--- src/rtl/microblaze_bram_burst_master.sv ---
// microblaze_bram_burst_master
//   Burst initiator for one port of the MicroBlaze local BRAM block. A
//   valid/ready command (start address, beat count, byte enables) becomes a
//   stream of one-word-per-cycle BRAM accesses. Write beats come from the
//   Wr_* stream. Read beats are returned through a 4-entry FIFO on the Rd_*
//   stream.
//
//   Optional feature macro: BRAM_ADDR_CHECK_EN
//     defined   : commands that are misaligned or outside the memory window
//                 are consumed, pulse Err for one cycle and cause no access.
//     undefined : Err is tied low. The offset is folded modulo C_MEMSIZE and
//                 its low two bits are dropped.
//
// Ports
//   Clk, Rst                     clock, synchronous active-high reset
//   Cmd_Valid/Ready/Write/Addr/Len/BE   burst command (Len = beats-1)
//   Wr_Valid/Ready/Data          write beat stream
//   Rd_Valid/Ready/Data/Last     read beat stream
//   Busy, Err                    status: not idle / command rejected pulse
//   BRAM_Clk_A, BRAM_Rst_A       forwarded Clk / Rst
//   BRAM_EN_A/WEN_A/Addr_A/Dout_A registered BRAM port drive
//   BRAM_Din_A                   BRAM read data, one cycle after EN

module microblaze_bram_burst_master #(
  parameter int unsigned C_BASEADDR    = 'h0000_0000,
  parameter int unsigned C_MEMSIZE     = 'h2000,
  parameter int          C_PORT_AWIDTH = 32,
  parameter int          C_PORT_DWIDTH = 32,
  parameter int          C_NUM_WE      = 4,
  parameter int          C_LEN_WIDTH   = 8
) (
  input  logic                     Clk,
  input  logic                     Rst,
  input  logic                     Cmd_Valid,
  output logic                     Cmd_Ready,
  input  logic                     Cmd_Write,
  input  logic [0:C_PORT_AWIDTH-1] Cmd_Addr,
  input  logic [0:C_LEN_WIDTH-1]   Cmd_Len,
  input  logic [0:C_NUM_WE-1]      Cmd_BE,
  input  logic                     Wr_Valid,
  output logic                     Wr_Ready,
  input  logic [0:C_PORT_DWIDTH-1] Wr_Data,
  output logic                     Rd_Valid,
  input  logic                     Rd_Ready,
  output logic [0:C_PORT_DWIDTH-1] Rd_Data,
  output logic                     Rd_Last,
  output logic                     Busy,
  output logic                     Err,
  output logic                     BRAM_Clk_A,
  output logic                     BRAM_Rst_A,
  output logic                     BRAM_EN_A,
  output logic [0:C_NUM_WE-1]      BRAM_WEN_A,
  output logic [0:C_PORT_AWIDTH-1] BRAM_Addr_A,
  output logic [0:C_PORT_DWIDTH-1] BRAM_Dout_A,
  input  logic [0:C_PORT_DWIDTH-1] BRAM_Din_A
);

  localparam int OFS_W  = $clog2(C_MEMSIZE);
  // vld_pipe[0]: access on the BRAM port, vld_pipe[1]: Din valid this cycle
  localparam int STAGES = 1;
  localparam int FDEPTH = 4;
  localparam logic [C_PORT_AWIDTH-1:0] BASE = C_PORT_AWIDTH'(C_BASEADDR);

  typedef enum logic [1:0] {S_IDLE, S_WRITE, S_READ, S_DRAIN} state_t;

  state_t                   state;
  logic                     cmd_ready;
  logic                     wr_ready;
  logic [OFS_W-1:0]         ofs;
  logic [C_LEN_WIDTH-1:0]   beats;
  logic [0:C_NUM_WE-1]      be_q;
  logic [STAGES:0]          vld_pipe;
  logic [STAGES:0]          last_pipe;

  logic [0:C_PORT_DWIDTH-1] f_data [FDEPTH];
  logic                     f_last [FDEPTH];
  logic [1:0]               wp, rp;
  logic [2:0]               cnt;

  logic [OFS_W-1:0]         cmd_ofs, ofs_nxt;
  logic [C_PORT_AWIDTH-1:0] addr_cur;
  logic                     cmd_ok, cmd_hs, issue, push, pop, drain_done;

  // Offset is a byte offset with the low two bits forced to zero; adding 4
  // and truncating to OFS_W bits is the wrap at the top of memory.
  assign cmd_ofs  = OFS_W'(Cmd_Addr - BASE) & ~OFS_W'(3);
  assign ofs_nxt  = ofs + OFS_W'(4);
  assign addr_cur = BASE + C_PORT_AWIDTH'(ofs);

`ifdef BRAM_ADDR_CHECK_EN
  localparam int AW1 = C_PORT_AWIDTH + 1;
  logic [AW1-1:0] span;
  logic           err_q;
  // One extra bit so an address below the base wraps to a huge span.
  assign span   = {1'b0, Cmd_Addr} - {1'b0, BASE};
  assign cmd_ok = (Cmd_Addr[C_PORT_AWIDTH-2:C_PORT_AWIDTH-1] == 2'b00) &&
                  (span < AW1'(C_MEMSIZE));
  always_ff @(posedge Clk) begin
    if (Rst) err_q <= 1'b0;
    else     err_q <= cmd_hs && !cmd_ok;
  end
  assign Err = err_q;
`else
  assign cmd_ok = 1'b1;
  assign Err    = 1'b0;
`endif

  assign cmd_hs = (state == S_IDLE) && Cmd_Valid && cmd_ready;

  // Issue only while everything already issued still has a FIFO slot; the
  // current pop is ignored on purpose, which still sustains 1 beat/cycle.
  assign issue = (state == S_READ) &&
                 ((cnt + 3'(vld_pipe[0]) + 3'(vld_pipe[1])) < 3'(FDEPTH));
  assign push  = vld_pipe[STAGES];
  assign pop   = Rd_Valid && Rd_Ready;

  // Leave DRAIN on the edge that pops the final beat.
  assign drain_done = (vld_pipe == '0) &&
                      ((cnt == 3'd0) || ((cnt == 3'd1) && pop));

  assign Cmd_Ready  = cmd_ready;
  assign Wr_Ready   = wr_ready;
  assign Busy       = (state != S_IDLE);
  assign Rd_Valid   = (cnt != 3'd0);
  assign Rd_Data    = f_data[rp];
  assign Rd_Last    = Rd_Valid && f_last[rp];
  assign BRAM_Clk_A = Clk;
  assign BRAM_Rst_A = Rst;

  always_ff @(posedge Clk) begin
    if (Rst) begin
      state       <= S_IDLE;
      cmd_ready   <= 1'b0;
      wr_ready    <= 1'b0;
      ofs         <= '0;
      beats       <= '0;
      be_q        <= '0;
      vld_pipe    <= '0;
      last_pipe   <= '0;
      wp          <= '0;
      rp          <= '0;
      cnt         <= '0;
      BRAM_EN_A   <= 1'b0;
      BRAM_WEN_A  <= '0;
      BRAM_Addr_A <= '0;
      BRAM_Dout_A <= '0;
      for (int i = 0; i < FDEPTH; i++) begin
        f_data[i] <= '0;
        f_last[i] <= 1'b0;
      end
    end else begin
      BRAM_EN_A  <= 1'b0;
      BRAM_WEN_A <= '0;
      vld_pipe   <= {vld_pipe[STAGES-1:0], issue};
      last_pipe  <= {last_pipe[STAGES-1:0], issue && (beats == '0)};

      // Read return FIFO; the capture stage carries the burst-end flag.
      if (push) begin
        f_data[wp] <= BRAM_Din_A;
        f_last[wp] <= last_pipe[STAGES];
        wp         <= wp + 2'd1;
      end
      if (pop) rp <= rp + 2'd1;
      cnt <= cnt + 3'(push) - 3'(pop);

      case (state)
        S_IDLE: begin
          cmd_ready <= 1'b1;
          if (cmd_hs && cmd_ok) begin
            cmd_ready <= 1'b0;
            ofs       <= cmd_ofs;
            beats     <= Cmd_Len;
            be_q      <= Cmd_BE;
            wr_ready  <= Cmd_Write;
            state     <= Cmd_Write ? S_WRITE : S_READ;
          end
        end
        S_WRITE: begin
          if (Wr_Valid && wr_ready) begin
            BRAM_EN_A   <= 1'b1;
            BRAM_WEN_A  <= be_q;
            BRAM_Addr_A <= addr_cur;
            BRAM_Dout_A <= Wr_Data;
            ofs         <= ofs_nxt;
            if (beats == '0) begin
              wr_ready  <= 1'b0;
              cmd_ready <= 1'b1;
              state     <= S_IDLE;
            end else begin
              beats <= beats - C_LEN_WIDTH'(1);
            end
          end
        end
        S_READ: begin
          if (issue) begin
            BRAM_EN_A   <= 1'b1;
            BRAM_Addr_A <= addr_cur;
            ofs         <= ofs_nxt;
            if (beats == '0) state <= S_DRAIN;
            else             beats <= beats - C_LEN_WIDTH'(1);
          end
        end
        S_DRAIN: begin
          if (drain_done) begin
            cmd_ready <= 1'b1;
            state     <= S_IDLE;
          end
        end
        default: state <= S_IDLE;
      endcase
    end
  end

endmodule

--- config.mk ---
export PLATFORM = sky130hd
export DESIGN_NAME = microblaze_bram_burst_master
export DESIGN_NICKNAME = d
export VERILOG_FILES = /design/src/rtl/microblaze_bram_burst_master.sv
export SDC_FILE = /design/constraint.sdc
export NUM_CORES = 1
export LEC_CHECK = 0
export ABC_AREA = 0
export ABC_CLOCK_PERIOD_IN_PS = 2700
export CAP_MARGIN = 20
export CORE_MARGIN = 5
export CORE_UTILIZATION = 39
export CTS_CLUSTER_SIZE = 16
export DETAILED_ROUTE_END_ITERATION = 10
export GPL_TIMING_DRIVEN = 0
export PLACE_DENSITY = 0.7
export SLEW_MARGIN = 10
export SYNTH_ARGS = -nofsm -noshare
export SYNTH_HDL_FRONTEND = slang
export SYNTH_SLANG_ARGS = --single-unit
--- constraint.sdc ---
create_clock -name Clk -period 2.7 [get_ports Clk]
set_input_delay 0.81 -clock Clk [delete_from_list [all_inputs] [get_ports Clk]]
set_output_delay 0.81 -clock Clk [all_outputs]
set_load 0.05 [all_outputs]
==> results of run 1 <==
## metal layers
metal,GRT usage,share of wire
met5,0,0
met4,0.0466,0.019
met3,0.0570,0.091
met1,0.200,0.40
met2,0.283,0.49
## cells in the mapped netlist (all sizes together) (4+ instances only)
cell type | number | area, um^2
nand2 | 87 | 327
nor3 | 11 | 55.1
nor2 | 39 | 146
edfxtp | 132 | 3960
o32ai | 6 | 52.6
a21oi | 59 | 295
a211oi | 4 | 30.0
and2 | 138 | 863
nor2b | 5 | 31.3
mux2i | 16 | 160
dfxtp | 88 | 1760
or2 | 5 | 31.3
buf | 34 | 228
inv | 13 | 48.8
o21ai | 14 | 70.1
mux4 | 33 | 743
nand2b | 11 | 68.8
nand3 | 7 | 35.0
clkbuf | 36 | 136
ha | 11 | 138
## worst max path at each step
stage                             endpoint  depth (start not counted)       from  slack [ns]
2_1_floorplan   f_data[1][0]$_SDFFCE_PN0P_                          3        Rst        0.06
3_3_place_gp   f_data[1][20]$_SDFFCE_PN0P_                          4        Rst       -1.80
3_5_place_dp   f_data[2][19]$_SDFFCE_PN0P_                          4        Rst       -1.02
4_1_cts                         Rd_Data[6]                          5  flip-flop       -0.21
5_1_grt                        Rd_Data[10]                          5  flip-flop       -0.19
6_report                       Rd_Data[10]                          5  flip-flop       -0.13
## worst register-to-register path, stage by stage (launching register included)
cell	delay [ns]
dfxtp_1	0.34
or3_1	0.43
and2_1	0.23
ha_1	0.28
inv_1	0.06
ha_1	0.14
inv_1	0.05
fa_1	0.37
xor2_1	0.18
xnor2_1	0.14
nor2_1	0.05
## sequential cells by signal, indices dropped and copies added, names as in the netlist, named ones only
name         cells
f_data         128
wp               2
f_last           4
Cmd_Ready        1
BRAM_Dout_A     32
beats            8
vld_pipe         2
BRAM_Addr_A     11
Wr_Ready         1
rp               2
last_pipe        2
state            2
BRAM_EN_A        1
cnt              3
be_q             4
BRAM_WEN_A       4
ofs             11
## layout make-up
cell class	instances	area share
buffer	68	0.0320
timing repair buffer	192	0.153
clock buffer	36	0.0564
multi-input combinational	522	0.280
sequential	220	0.438
tap	324	0.0310
inverter	13	0.00373
clock inverter	11	0.00631
## power groups by stage
stage / clock [uW] / sequential [uW] / combinational, uW
6_report: 3420 / 4110 / 3910
5_1_grt: 3660 / 4150 / 4180
4_1_cts: 3490 / 4110 / 3910
3_5_place_dp: 106 / 4150 / 3610
3_3_place_gp: 106 / 4140 / 3560
2_1_floorplan: 79.8 / 4250 / 2430
## kinds of logic (layout without fill, tap and decap cells)
group                      after synthesis  in the layout  synth area share
and+or+nand+nor                        321            321             0.175
DFF                                    220            220             0.590
AOI/OAI and AO/OA                      112            112            0.0767
buffers and inverters                   83            320            0.0426
muxes                                   49             49            0.0931
adders and majority gates               12             12            0.0162
xor gates and xnor gates                 6              6           0.00542
other                                    1             22          0.000387
## per-stage QoR
stage	total power, uW	instances	cell area [um^2]	util
6_report	11400	1386	13100	0.536
5_1_grt	12000	1386	13100	0.536
4_1_cts	11500	1381	13100	0.536
3_5_place_dp	7860	1329	12000	0.493
3_3_place_gp	7810	1328	12000	0.491
2_1_floorplan	6750	825	9780	-
## repair_timing
action,CTS,global route
setup buffers,6,6
resized for setup,277,7
cloned,2,0
pin swaps,0,1
endpoints found under the setup margin,125,35
==> key figures, run 1 <==
Layout
  – N_diodes: 0
  – Final nets: approximately 1200
  – Fillers: 2137
  – Multi-input gate area: 3660 um^2
  – Commonest non-fill, non-tap cells in the layout: 139 x clkdlybuf4s50_1, 137 x and2_1, 132 x edfxtp_1
  – Layout overhead on the synthesized area: 34.9%
  – Most common cell after layout, fill and taps aside: clkdlybuf4s50_1
  – Register area: around 5700 um^2
  – Share of cells above drive strength 1: 0.162

Drt
  – Iter 0 DRT Violations: a little under 400
  – Post-Route WL: ~24 mm
  – Post-route ant nets: 0
  – Routed via count: 6825
  – TritonRoute pass-1 iters: 7
  – Routed length per instance: 17.3 um
  – Routed vias/inst: 4.92
  – DR DRC count: 0

Place
  – Detailed placer's ending HPWL: between 15 and 20 mm
  – Setup WS pre-CTS: -1.02 ns
  – GPL Wtd Cong: 0.865
  – IO Port Bufs: between 150 and 200

Worst setup path
  – CP Capture Type: output port
  – Worst setup SP type: flip-flop
  – R2R Path End: cnt[2]$_SDFF_PP0_
  – Reg2Reg Setup Slack: between 0.3 and 0.4 ns
  – Setup CP Type: flip-flop to output port
  – Most common cell on crit path: buf_12
  – Max FO, Critical Path: 5
  – WP data arrival: between 2 and 2.5 ns
  – Worst EP required: approximately 1.9 ns
  – Reg2Reg Launch Point: cnt[2]$_SDFF_PP0_
  – Top Family by Delay on Critical Path: buffers and inverters
  – Crit path largest cell delay: roughly 0.5 ns
  – Worst Reg-to-Reg Cells: 10
  – WP buf/inv: 4
  – CP cell instances: buf_12 > buf_12 > buf_6 > mux4_2 > buf_8
  – Slowest cell on the critical path: mux4_2

Power and ir drop
  – Clock power frac: 0.299
  – Peak VDD IR: roughly 0.00053 V
  – Net Sw Frac: 0.342
  – Pwr Density: ~870 nW/um^2
  – Lkg Pwr: 0.00484 uW
  – Comb power frac: 0.342
  – Flop pwr share: 0.359
  – Switching pwr: 3910 uW
  – Pint: 7540 uW

Timing
  – Clk_skew: 0.0137 ns
  – Max-slew violation count: 0
  – Final number of hold-violating endpoints: 0
  – Peak Freq: about 350 MHz
  – Setup ws final: -0.132 ns
  – Final period util: 1.05
  – Final setup fails: 29
  – Slew headroom: 0.296
  – Worst-Margin Slew: around 1.1 ns
  – Crit path time final: 2.83 ns
  – Fin Hold WS: 0.444 ns
  – Unrepaired setup endpoints after global routing: yes
  – TNS Setup: -2.02 ns

CTS
  – Post-CTS Hold Buffers: 0
  – Clk slew on worst S/H paths: approximately 0.070 ns
  – CTS tree: built
  – Clock latency on the worst-skew pair: ~0.63 ns

Yosys
  – Ys Warns: 0
  – Most used flip-flop cell after synthesis: edfxtp_1
  – Distinct cells, synth: 60
  – Yosys reg bits: between 200 and 250
  – Synthesized instance count: roughly 800
  – Avg Cell Area, Syn: 12.1 um^2
  – Synthesized area: roughly 9700 um^2
  – Async SR Flop Fraction: 0
  – Seq/Total Area, Yosys: 0.590
  – Number of enable flip-flop cells after synthesis: 132

Floorplan
  – Die Height: about 170 um
  – Initial core utilization: 0.398
  – # IOs: roughly 220
  – Die width: between 150 and 200 um
  – CORE AREA: roughly 24000 um^2
  – Std-Cell Rows: 57
  – DIE AREA: around 28000 um^2

Run status
  – Status: finished, violations left
  – Failing checks: setup timing

Worst hold path
  – WHS Endpoint: BRAM_WEN_A[0]$_SDFF_PP0_
  – Hold Path Depth: 1
  – Hold Path Class: flip-flop to flip-flop
  – Hold_sp: be_q[0]$_SDFFE_PP0P_

Global route
  – Total GRT Usage: 0.166
  – Vias in the first global route: approximately 6900
  – Global-route wire length before repair: 37.4 mm
  – Largest net degree at the start of global routing: 34
  – GRT overflow: 0
  – Initial antenna violation count: 0

Run
  – Number of max-cap violations: 0
No activity file was read; power rests on OpenSTA's default activity.
==> inputs of run 2 (changes only) <==
--- a/config.mk
+++ b/config.mk
@@ -6,14 +6,14 @@
 export NUM_CORES = 1
 export LEC_CHECK = 0
 export ABC_AREA = 0
-export ABC_CLOCK_PERIOD_IN_PS = 2700
+export ABC_CLOCK_PERIOD_IN_PS = 3500
 export CAP_MARGIN = 20
 export CORE_MARGIN = 5
 export CORE_UTILIZATION = 39
 export CTS_CLUSTER_SIZE = 16
 export DETAILED_ROUTE_END_ITERATION = 10
 export GPL_TIMING_DRIVEN = 0
-export PLACE_DENSITY = 0.7
+export PLACE_DENSITY = 0.68
 export SLEW_MARGIN = 10
 export SYNTH_ARGS = -nofsm -noshare
 export SYNTH_HDL_FRONTEND = slang
==> constraint.sdc (replaced) <==
create_clock -name Clk -period 3.5 [get_ports Clk]
set_input_delay 1.05 -clock Clk [delete_from_list [all_inputs] [get_ports Clk]]
set_output_delay 1.05 -clock Clk [all_outputs]
set_load 0.05 [all_outputs]
==> key figures, run 2 (same netlist as run 1, synthesis figures left out) <==
Worst hold path
  – Hold Path Class: flip-flop to flip-flop (unchanged)

Timing
  – Max-slew violation count: 0 (unchanged)
  – TNS Setup: 0 ns (was -2.02 ns)
  – Unrepaired setup endpoints after global routing: yes (unchanged)
  – Clk_skew: 0.00714 ns (was 0.0137 ns)
  – Final setup fails: 0 (was 29)
  – Slew headroom: 0.298 (was 0.296)
  – Setup ws final: 0.0165 ns (was -0.132 ns)
  – Worst-Margin Slew: 1.05 ns (was 1.06 ns)
  – Final number of hold-violating endpoints: 0 (unchanged)

Run status
  – Status: finished, final reports clean (was finished, violations left)

Layout
  – Biggest regs: f_data: 128 flops, BRAM_Dout_A: 32 flops (unchanged)
  – Most common cell after layout, fill and taps aside: clkdlybuf4s50_1 (unchanged)
  – Commonest non-fill, non-tap cells in the layout: 146 x clkdlybuf4s50_1, 138 x and2_1, 132 x edfxtp_1 (was 139 x clkdlybuf4s50_1, 137 x and2_1, 132 x edfxtp_1)
  – Final nets: 1160 (was 1171)
  – Final Instance Area: 12900 um^2 (was 13100 um^2)
  – Share of cells above drive strength 1: 0.126 (was 0.162)
  – Max reg flops: 128 (unchanged)
  – N_diodes: 0 (unchanged)
  – Biggest register: f_data (unchanged)
  – Layout overhead on the synthesized area: 32.6% (was 34.9%)

Drt
  – Iter 0 DRT Violations: 314 (was 391)
  – Routed vias/inst: 4.89 (was 4.92)
  – Routed length per instance: 17.4 um (was 17.3 um)
  – Post-route ant nets: 0 (unchanged)
  – TritonRoute pass-1 iters: 5 (was 7)
  – Routed via count: 6718 (was 6825)
  – DR DRC count: 0 (unchanged)
  – Post-Route WL: 23.8 mm (was 23.9 mm)

Power and ir drop
  – Peak VDD IR: 0.000575 V (was 0.000534 V)
  – Pwr Density: 676 nW/um^2 (was 875 nW/um^2)
  – Lkg Pwr: 0.00477 uW (was 0.00484 uW)
  – Total power: 8700 uW (was 11400 uW)

CTS
  – Clk slew on worst S/H paths: 0.06 ns (was 0.07 ns)
  – CTS tree: built (unchanged)
  – Post-CTS Hold Buffers: 0 (unchanged)
  – Setup bufs post-CTS: 0 (was 6)
  – Clock latency on the worst-skew pair: 0.63 ns (about the same)

Place
  – Setup WS pre-CTS: -0.432 ns (was -1.02 ns)
  – Dpl cell area: 12000 um^2 (unchanged)
  – Detailed placer's ending HPWL: 16.4 mm (was 16.3 mm)
  – GPL Wtd Cong: 0.836 (was 0.865)
  – IO Port Bufs: 179 (unchanged)

Floorplan
  – DIE AREA: 28100 um^2 (unchanged)
  – Die Height: 168 um (unchanged)
  – # IOs: 223 (unchanged)
  – Die width: 168 um (unchanged)
  – CORE AREA: 24400 um^2 (unchanged)
  – Initial core utilization: 0.398 (unchanged)
  – Std-Cell Rows: 57 (unchanged)

Worst setup path
  – Setup CP Type: clock port to output port (was flip-flop to output port)
  – WP data arrival: 2.43 ns (was 2.02 ns)
  – Worst setup SP type: clock port (was flip-flop)
  – Worst EP required: 2.45 ns (was 1.89 ns)
  – Most common cell on crit path: clkbuf_16 (was buf_12)
  – CP Capture Type: output port (unchanged)
  – Max FO, Critical Path: 2 (was 5)
  – Crit path largest cell delay: 0.32 ns (was 0.50 ns)
  – CP cell instances: clkbuf_16 > clkbuf_16 > buf_4 > clkdlybuf4s15_2 (was buf_12 > buf_12 > buf_6 > mux4_2 > buf_8)
  – Slowest cell on the critical path: clkdlybuf4s15_2 (was mux4_2)

Global route
  – Initial antenna violation count: 0 (unchanged)
  – Global-route wire length before repair: 37.9 mm (was 37.4 mm)
  – Largest net degree at the start of global routing: 34 (unchanged)
  – Vias in the first global route: 7028 (was 6911)
  – Total GRT Usage: 0.169 (was 0.166)
  – GRT overflow: 0 (unchanged)

Run
  – Number of max-cap violations: 0 (unchanged)
## run 2: cell types whose count changed in the layout (fill, tap and decap cells not counted), moves of 3 or more
cell             delta
bufinv_16           +3
clkbuf_1            -3
clkdlybuf4s50_1     +7
clkinv_1            -4
clkinv_2            +3
dlygate4sd2_1      +26
buf_4               -5
buf_8               -3
buf_6              -33
buf_12              -5
## run 2: timing repair
action | in CTS | in global routing
pin swaps | 0 | 0
gates resized for setup | 42 | 10
setup endpoints to repair | 35 | 30
endpoints found under the hold margin | 0 | 0
## run 2: final timing paths
kind                            from                    endpoint  slack [ns]  depth (start not counted)
max                              Clk                  BRAM_Clk_A        0.02                          4
min          last_pipe[0]$_SDFF_PP0_     last_pipe[1]$_SDFF_PP0_        0.44                          1
max reg2reg   vld_pipe[1]$_SDFF_PP0_  f_data[2][2]$_SDFFCE_PN0P_        0.95                          3
min reg2reg  last_pipe[0]$_SDFF_PP0_     last_pipe[1]$_SDFF_PP0_        0.44                          1
## run 2: layout make-up
class	count	area (um^2)
inverter	13	48.8
clock buffer	32	723
timing repair buffer	179	1760
clock inverter	15	178
multi-input combinational	522	3650
tap	324	405
sequential	220	5730
fill	2191	11500
buffer	69	374
## run 2: metal layers
metal | track usage | part of all wire | vias to the layer above
li1 | - | - | 3269
met1 | 0.202 | 0.40 | 3193
met2 | 0.290 | 0.49 | 226
met3 | 0.0568 | 0.091 | 30
met4 | 0.0498 | 0.019 | 0
met5 | 0 | 0 | -
## run 2: where the power goes
part	leakage [uW]	internal, uW	switching [uW]
registers	0.00208	2980	182
logic	0.00225	1000	1670
clock network	0.000440	1770	1100
## run 2: stage by stage
stage,utilization,hold WS (ns),instances
after floorplan,-,0.414,825
after global placement,0.491,0.436,1328
after detailed placement,0.493,0.433,1329
after CTS,0.528,0.447,1374
after global routing,0.528,0.466,1374
final,0.528,0.442,1374
## run 2: critical path: cells and delay by family
family,cells,cell delay [ns]
buf+inv,4,0.68
==> RTL change: new RTL, flow settings as in run 1 <==
Encoding of `state_t`: now one-hot (4 bits for 4 states).
--- a/src/rtl/microblaze_bram_burst_master.sv
+++ b/src/rtl/microblaze_bram_burst_master.sv
@@ -62,5 +62,5 @@
   localparam logic [C_PORT_AWIDTH-1:0] BASE = C_PORT_AWIDTH'(C_BASEADDR);
 
-  typedef enum logic [1:0] {S_IDLE, S_WRITE, S_READ, S_DRAIN} state_t;
+  typedef enum logic [3:0] {S_IDLE = 4'b0001, S_WRITE = 4'b0010, S_READ = 4'b0100, S_DRAIN = 4'b1000} state_t;
 
   state_t                   state;
Behaviour: no difference found for any inputs over 4 cycles, from zero or initial values and one cycle with Rst high; so few cycles prove little.
==> RTL change against run 1 <==
- the flow still finishes with violations (setup timing)
- sequential power down 1%
- combinational power decreased by 7.9%
- sequential cell count up 2
- routed wire length grew 5.6%
- critical path type unchanged
- power is 0.45% lower
- first-iteration DRC count is 3.3% lower
- fmax rose by 0.86%
- worst setup slack better by 0.024 ns
- synthesized area rose by 2.1%
- design area rose by 1.4%
==> RTL change: results <==
[power]
leakage_uw = 0.004922
ir_worst_vdd_v = 0.0004974

[sta]
slew_headroom = 0.4155
setup_viol = 32
fin_skew_ns = 0.01540
setup_tns_ns = -1.382
hold_slack_ns = 0.4393
setup_slack_ns = -0.1078

[floorplan]
dieWidth_um = 169.4

[finish]
drive_gt1_frac = 0.1734
finalNonFillerCells = 1421
finalNetCount = 1192
multi_input_gates = 554
antenna_cells = 1
regArea_um2 = 5773
multi_input_area_um2 = 3791
buffer_area_frac = 0.1755
clockNetworkAreaShare = 0.06924
n_fill_cell = 2238
buffers_excl_clock = 254
seq_share = 0.4352

[global_route]
grt_use_total = 0.1719
grt_first_pass_wirelength_mm = 39.54
antenna_found_initial = 1

[setup_path]
critPathTopFamily = multiplexers
endpoint = Rd_Last
crit_arrival_ns = 2.00
critPathMaxFanout = 6
reg2reg_slack_ns = 0.23

[run_status]
status = finished with violations
violations = setup timing

[routing]
drt-wirelength-per-cell_um = 17.79
viasPerCell = 5.008
drtPass1Iterations = 5

[logic_synthesis]
ys_seq_elements = 222
synth_compound_area_frac = 0.08792
synth-xor-area-share = 0.009727
ys_types = 68
synth_area_leaders = edfxtp_1, dfxtp_1, and2_1, mux4_2, nand2_1
synth_fa_ha_area_frac = 0.009601
synthMuxAreaShare = 0.08110

[worst_hold_path]
holdPathEnd = last_pipe[1]
min_from = last_pipe[0]

[placement]
place_area_um2 = 12230
hpwlAfterDp_mm = 17.57
port_buffers = 178
place.gp.congestion = 0.9027
RTL change: cell types whose count changed in the layout (fill, tap and decap cells not counted), sizes merged, moves of 9 or more:
cell,delta
o21ai,+9
nand2b,-9
mux2i,-10
nand2,+19
RTL change: routing by layer:
metal	vias to the layer above	GRT usage	wire, um
met5	-	0	0
met4	0	0.05215	636
met3	47	0.05427	2084
met2	249	0.2962	12460
met1	3390	0.2070	10100
li1	3431	-	-
RTL change: power breakdown:
group	switching, uW	internal [uW]
registers	231	3840
clock network	1440	2290
logic	2090	1510
RTL change: timing repair:
| action | in CTS | in global routing |
|---|---|---|
| buffers inserted | 1 | 1 |
| gates resized for setup | 244 | 40 |
| cloned | 0 | 0 |
| endpoints found under the setup margin | 104 | 66 |
